===== src/rtl/ram_rw_arbiter.sv =====
// rtl/ram_rw_arbiter.sv - round-robin arbiter sharing one stb/ack/err RAM port
// One transaction outstanding at a time; a watchdog converts a hung slave into err.
module ram_rw_arbiter #(
  parameter int NUM_MASTERS    = 2,
  parameter int ADDR_WIDTH     = 32,
  parameter int DATA_WIDTH     = 32,
  parameter int TIMEOUT_CYCLES = 64,
  localparam int GW = (NUM_MASTERS > 1) ? $clog2(NUM_MASTERS) : 1,
  localparam int BW = DATA_WIDTH / 8
) (
  input  logic                              clk_i,
  input  logic                              rst_i,
  input  logic [NUM_MASTERS-1:0]            m_stb_i,
  input  logic [NUM_MASTERS*BW-1:0]         m_we_i,
  input  logic [NUM_MASTERS*ADDR_WIDTH-1:0] m_addr_i,
  input  logic [NUM_MASTERS*DATA_WIDTH-1:0] m_wdata_i,
  output logic [NUM_MASTERS-1:0]            m_ack_o,
  output logic [NUM_MASTERS-1:0]            m_err_o,
  output logic [DATA_WIDTH-1:0]             m_rdata_o,
  output logic                              s_stb_o,
  output logic [BW-1:0]                     s_we_o,
  output logic [ADDR_WIDTH-1:0]             s_addr_o,
  output logic [DATA_WIDTH-1:0]             s_wdata_o,
  input  logic                              s_ack_i,
  input  logic                              s_err_i,
  input  logic [DATA_WIDTH-1:0]             s_rdata_i,
  output logic [GW-1:0]                     gnt_o,
  output logic                              busy_o
);

  localparam int TW = (TIMEOUT_CYCLES > 1) ? $clog2(TIMEOUT_CYCLES) : 1;
  localparam logic [TW-1:0] TLAST =
    TW'((TIMEOUT_CYCLES > 0) ? TIMEOUT_CYCLES - 1 : (1 << TW) - 1);
  localparam logic TMO_EN = (TIMEOUT_CYCLES > 0);

  typedef enum logic {IDLE, XFER} state_t;

  state_t        state, state_nxt;
  logic [GW-1:0] rr_ptr, rr_nxt;
  logic [GW-1:0] gnt, gnt_nxt;
  logic [TW-1:0] timer, timer_nxt;

  logic [GW-1:0] cand;
  logic [GW-1:0] pick_idx;
  logic          pick_vld;
  logic          xfer, stb_g, resp_ack, resp_err, tmo;

  // Rotating-priority search starting at rr_ptr
  always_comb begin
    cand     = '0;
    pick_idx = '0;
    pick_vld = 1'b0;
    for (int i = 0; i < NUM_MASTERS; i++) begin
      cand = GW'((int'(rr_ptr) + i) % NUM_MASTERS);
      if (!pick_vld && m_stb_i[cand]) begin
        pick_vld = 1'b1;
        pick_idx = cand;
      end
    end
  end

  // A reset cycle gates responses so an abandoned transaction never completes
  assign xfer     = (state == XFER) && !rst_i;
  assign stb_g    = m_stb_i[gnt];
  assign resp_err = xfer && stb_g && s_err_i;
  assign resp_ack = xfer && stb_g && !s_err_i && s_ack_i;
  assign tmo      = xfer && stb_g && !s_err_i && !s_ack_i && TMO_EN && (timer == TLAST);

  always_ff @(posedge clk_i) begin
    if (rst_i) begin
      state  <= IDLE;
      rr_ptr <= '0;
      gnt    <= '0;
      timer  <= '0;
    end else begin
      state  <= state_nxt;
      rr_ptr <= rr_nxt;
      gnt    <= gnt_nxt;
      timer  <= timer_nxt;
    end
  end

  always_comb begin
    state_nxt = state;
    rr_nxt    = rr_ptr;
    gnt_nxt   = gnt;
    timer_nxt = timer;
    case (state)
      IDLE: begin
        timer_nxt = '0;
        if (pick_vld) begin
          gnt_nxt   = pick_idx;
          state_nxt = XFER;
        end
      end
      XFER: begin
        timer_nxt = (timer == TLAST) ? timer : timer + 1'b1;
        if (!stb_g) begin
          state_nxt = IDLE;
        end else if (resp_err || resp_ack || tmo) begin
          state_nxt = IDLE;
          rr_nxt    = (int'(gnt) == NUM_MASTERS - 1) ? '0 : GW'(int'(gnt) + 1);
        end
      end
      default: state_nxt = IDLE;
    endcase
  end

  always_comb begin
    m_ack_o   = '0;
    m_err_o   = '0;
    s_stb_o   = 1'b0;
    s_we_o    = '0;
    s_addr_o  = '0;
    s_wdata_o = '0;
    if (xfer) begin
      s_stb_o      = stb_g && !tmo;
      s_we_o       = m_we_i[gnt*BW +: BW];
      s_addr_o     = m_addr_i[gnt*ADDR_WIDTH +: ADDR_WIDTH];
      s_wdata_o    = m_wdata_i[gnt*DATA_WIDTH +: DATA_WIDTH];
      m_ack_o[gnt] = resp_ack;
      m_err_o[gnt] = resp_err || tmo;
    end
  end

  assign m_rdata_o = s_rdata_i;
  assign gnt_o     = gnt;
  assign busy_o    = (state == XFER);

endmodule

===== config.mk =====
export PLATFORM = sky130hd
export DESIGN_NAME = ram_rw_arbiter
export DESIGN_NICKNAME = d
export VERILOG_FILES = /design/src/rtl/ram_rw_arbiter.sv
export SDC_FILE = /design/constraint.sdc
export NUM_CORES = 1
export LEC_CHECK = 0
export CAP_MARGIN = 20
export CELL_PAD_IN_SITES_DETAIL_PLACEMENT = 0
export CELL_PAD_IN_SITES_GLOBAL_PLACEMENT = 1
export CORE_MARGIN = 2
export CORE_UTILIZATION = 14
export CTS_CLUSTER_SIZE = 28
export DETAILED_ROUTE_END_ITERATION = 6
export PLACE_DENSITY_LB_ADDON = 0.1
export REMOVE_ABC_BUFFERS = 1
export SLEW_MARGIN = 20
export SYNTH_ARGS = -nofsm -noshare
export SYNTH_HDL_FRONTEND = slang
export SYNTH_SLANG_ARGS = --single-unit

===== constraint.sdc =====
create_clock -name clk_i -period 4.3 [get_ports clk_i]
set_input_delay 0.645 -clock clk_i [delete_from_list [all_inputs] [get_ports clk_i]]
set_output_delay 0.645 -clock clk_i [all_outputs]
set_load 0.005 [all_outputs]

# Word-level counts from Yosys, hierarchy flattened
# Index checks and enable logic that the tools add are counted.
[totals] register_bits=9 out_inout_bits=107
[op_classes] addsub=3 magnitude_cmp=4 eq_ne=2 shift=3 mux=25 n_bitwise=3 reduce_logical=20
[ops] op="64-bit by 7-bit indexed part select with 32-bit output" n=2
[ops] op="32-bit two-way mux" n=2
[ops] op="1-bit two-way mux" n=16
[ops] op="6-bit case mux with 2 select lines" n=1
[ops] op="1-bit logical AND" n=10
[ops] op="8-bit by 4-bit indexed part select with 4-bit output" n=1
[ops] op="6-bit by 1-bit adder with 6-bit output, second input constant" n=1
[ops] op="6-bit == test, second input constant" n=1
[ops] op="1-bit by 2-bit < comparator with 1-bit output, second input constant" n=3
[ops] op="6-bit two-way mux" n=1
[ops] op="1-bit logical NOT" n=5
[ops] op="2-bit AND" n=2
[ops] op="2-bit two-way mux" n=2
[ops] op="4-bit two-way mux" n=1
[ops] op="1-bit logical OR" n=3
[ops] op="3-bit AND reduction" n=1
[ops] op="1-bit adder, second input constant" n=2
[ops] op="2-bit != test, second input constant" n=1
[ops] op="1-bit case mux with 2 select lines" n=1
[ops] op="2-bit AND reduction" n=1
[ops] op="1-bit demux with 1-bit select" n=1
[ops] op="1-bit >= comparator, second input constant" n=1
[ops] op="1-bit inverter" n=1

# Longest topological paths before layout
[depth] depth_word=10 mapped_depth=5 mapped_depth_nobuf=5

# Worst setup path before layout
# No wires, ideal clock.
[synth_timing] kind="in2out" start="input rst_i" end="output m_ack_o[0]" arrival_ns=1.322 path_slack_ns=2.333 cell_stages=4 cell_sequence="nand2b_1 buf_2 nor2_1 and4bb_2"
[synth_between] elab_chain_len=7
[synth_lines] item="from (decl)" line_no="12" source="input logic rst_i,"
[synth_lines] item="1-bit logical NOT (*)" line_no="63" source="assign xfer = (state == XFER) && !rst_i;"
[synth_lines] item="1-bit logical AND (*)" line_no="63"
[synth_lines] item="1-bit logical AND (3 in a row)" line_no="66" source="assign resp_ack = xfer && stb_g && !s_err_i && s_ack_i;"
[synth_lines] item="2-bit AND (no source line)"
[synth_lines] item="2-bit two-way mux (*)" line_no="116" source="if (xfer) begin"
[synth_lines] item="to (decl)" line_no="17" source="output logic [NUM_MASTERS-1:0] m_ack_o,"
# Every way passes the cells marked *; elsewhere a longest branch is shown, timed or not.

# Worst setup path after layout
# Ends and elaborated chain as after synthesis.

==> out/metrics.cfg <==
[yosys]
synth_edf_count=0
ys_seq_area_frac=0.1048
ys_warn_count=0
syn_inst=238
avgSynthCellArea_um2=7.223
ys_ff_latch=9
netlist_area_um2=1719
ys_types=26
yosysTopAreaCell=mux2i_1
synth_top_area_frac=0.4192
ys.flop_type=dfxtp_1
yosys-top-cells-area=mux2i_1 (42%), buf_4 (17%), nor2_1 (16%), dfxtp_1 (10%), o21ai_0 (1.5%)
async_reset_ff_frac=0

[clock_tree]
cts.clk_slew.worst_paths_ns=0.04
cts_resized=0
cts_buffer_depth=2
numCtsBuffers=3
cts.sinks=9
cts_htree_levels=1
cts_tree=done
hold_buffers=0
post_cts_buffers=0
insertion_delay_ns=0.24
cts_root_buffer=clkbuf_16

[sta]
finalCritPeriodShare=0.6924
worst_pin_slew_ns=0.5971
period_needed_ns=2.977
relSlewSlack=0.6019
fin_worst_skew_ns=0.002984
tns_ns=0
setup_ws_ns=1.323
hold_violations=0
rsz0062_at_grt=false
setup_viol=0
slew_viol_final=0
holdWs_ns=0.4783
max_freq_mhz=335.9

[flow_run]
maxCapViolCount=0

[cells_and_area]
seq_area_um2=183.9
nFillCells=1292
final_nets=587
design_area_um2=3861
syn_to_final_growth_pct=124.6
drive_above_1_share=0.02190
fin_util=0.3215
multi_input_area_um2=1195

[critical_path]
r2r_slack_ns=2.71
cp_cell_sequence=clkdlybuf4s50_1, nand2b_2, nor2_1, and4bb_2, clkdlybuf4s50_1
end_kind=output pin
crit_slowest_cell=clkdlybuf4s50_1
crit_required_ns=3.65
cpMostUsedCell=clkdlybuf4s50_1
worstSetupPathType=input pin to output pin
reg2regPathDepth=3
cpLargestDelayFamily=buffers and inverters
crit_start=rst_i
worstReg2RegStart=gnt_o
crit_buf_inv=2
crit_fanout=5
worst-path-stages=5
start_kind=input pin
slowest_delay_ns=0.50
critPathArrivalTime_ns=2.33

[die]
boundaryPins=281
die_x_um=114.8
core_area_um2=12010
die-area_um2=13180
die_height_um=114.8
num_rows=40
start_util=0.1431

[route]
drc=0
drt_wl_total_um=10540
dr.pass1.iters=4
drt-wirelength-per-cell_um=18.86
postRouteAntennaNets=0
drt_iter0_drc=80
viasPerCell=4.064
vias=2272

[placed_design]
place_ws_ns=1.314
gp_congestion=0.7112
placed_cell_area_um2=3780
port_buffers=216
dpl.hpwl_um=8754

[power]
p_leak_uw=0.001342
pwr_density_cell_nw_per_um2=145.6
ir_drop_v=0.00008973

[grt]
grt.overflow.total=0
grtUsageTotal=0.1483
grt_pass1_wl_um=14360
grt_start_max_net_pins=73
grt_pass1_vias=2354
antenna_found_initial=4

[worst_hold_path]
min_from=timer[2]
holdPathStages=1
worstHoldPathType=register to register

[status]
status=complete, no violations

==> routing by layer <==
metal | vias to the layer above | share of wire | global-route usage
li1 | 1113 | - | -
met1 | 977 | 0.36 | 0.1595
met2 | 166 | 0.48 | 0.2363
met3 | 12 | 0.16 | 0.1133
met4 | 4 | 0.0057 | 0.01928
met5 | - | 0.0065 | 0.03333
==> final timing paths <==
kind,end
min reg2reg,timer[2]
max reg2reg,busy_o
max,m_ack_o[0]
min,timer[2]
==> where the power goes <==
group / total [uW] / leakage (uW) / internal, uW / switching (uW)
registers: 99.3 / 0.0000740 / 86.7 / 12.6
clock network: 167 / 0.0000382 / 124 / 42.7
logic: 296 / 0.00123 / 207 / 89.0
total: 562 / 0.00134 / 418 / 144
==> cell usage in the layout, fill, tap and decap left out, types with 3 or more instances in the layout <==
master,count
nor3_1,3
clkdlybuf4s50_1,216
inv_1,4
clkbuf_16,3
o21ai_0,5
nor2_1,74
mux2i_1,72
dfxtp_1,8
==> registers in the layout, indices dropped and copies added, names as in the netlist <==
| register | flops |
|---|---|
| busy_o | 1 |
| gnt_o | 1 |
| rr_ptr | 1 |
| timer | 6 |
==> per-stage QoR <==
step,instances,power [uW]
global route,558,590.9
detailed placement,554,401.6
finish,559,562.1
floorplan,189,196.9
global placement,554,402.5
CTS,558,571.4
==> cells by family after synthesis <==
| group | count (synthesis) | synth area share |
|---|---|---|
| DFF | 9 | 0.1048 |
| and+or+nand+nor | 89 | 0.2162 |
| buffers and inverters | 53 | 0.2016 |
| xor gates and xnor gates | 1 | 0.005096 |
| AOI/OAI and AO/OA | 13 | 0.04585 |
| muxes | 72 | 0.4192 |
| adders and majority gates | 1 | 0.007277 |
==> synth_stat cells, types with 2 or more instances <==
library cell,instances
nand3_1,2
dfxtp_1,9
nor3_1,3
o21ai_0,5
nor2_1,74
nand2b_1,3
buf_2,4
a21oi_1,2
a31oi_1,2
inv_1,4
buf_4,38
clkbuf_1,5
nand2_1,2
buf_1,2
mux2i_1,72
==> cell type report <==
cell class | instances | area share
diodes | 1 | 0.0006481
clock buffers | 4 | 0.02041
inverters | 4 | 0.003889
multi-input cells | 176 | 0.3095
flip-flops and latches | 9 | 0.04763
well taps | 147 | 0.04763
repair buffers | 218 | 0.5703
Power figures use the tool's default switching activity.
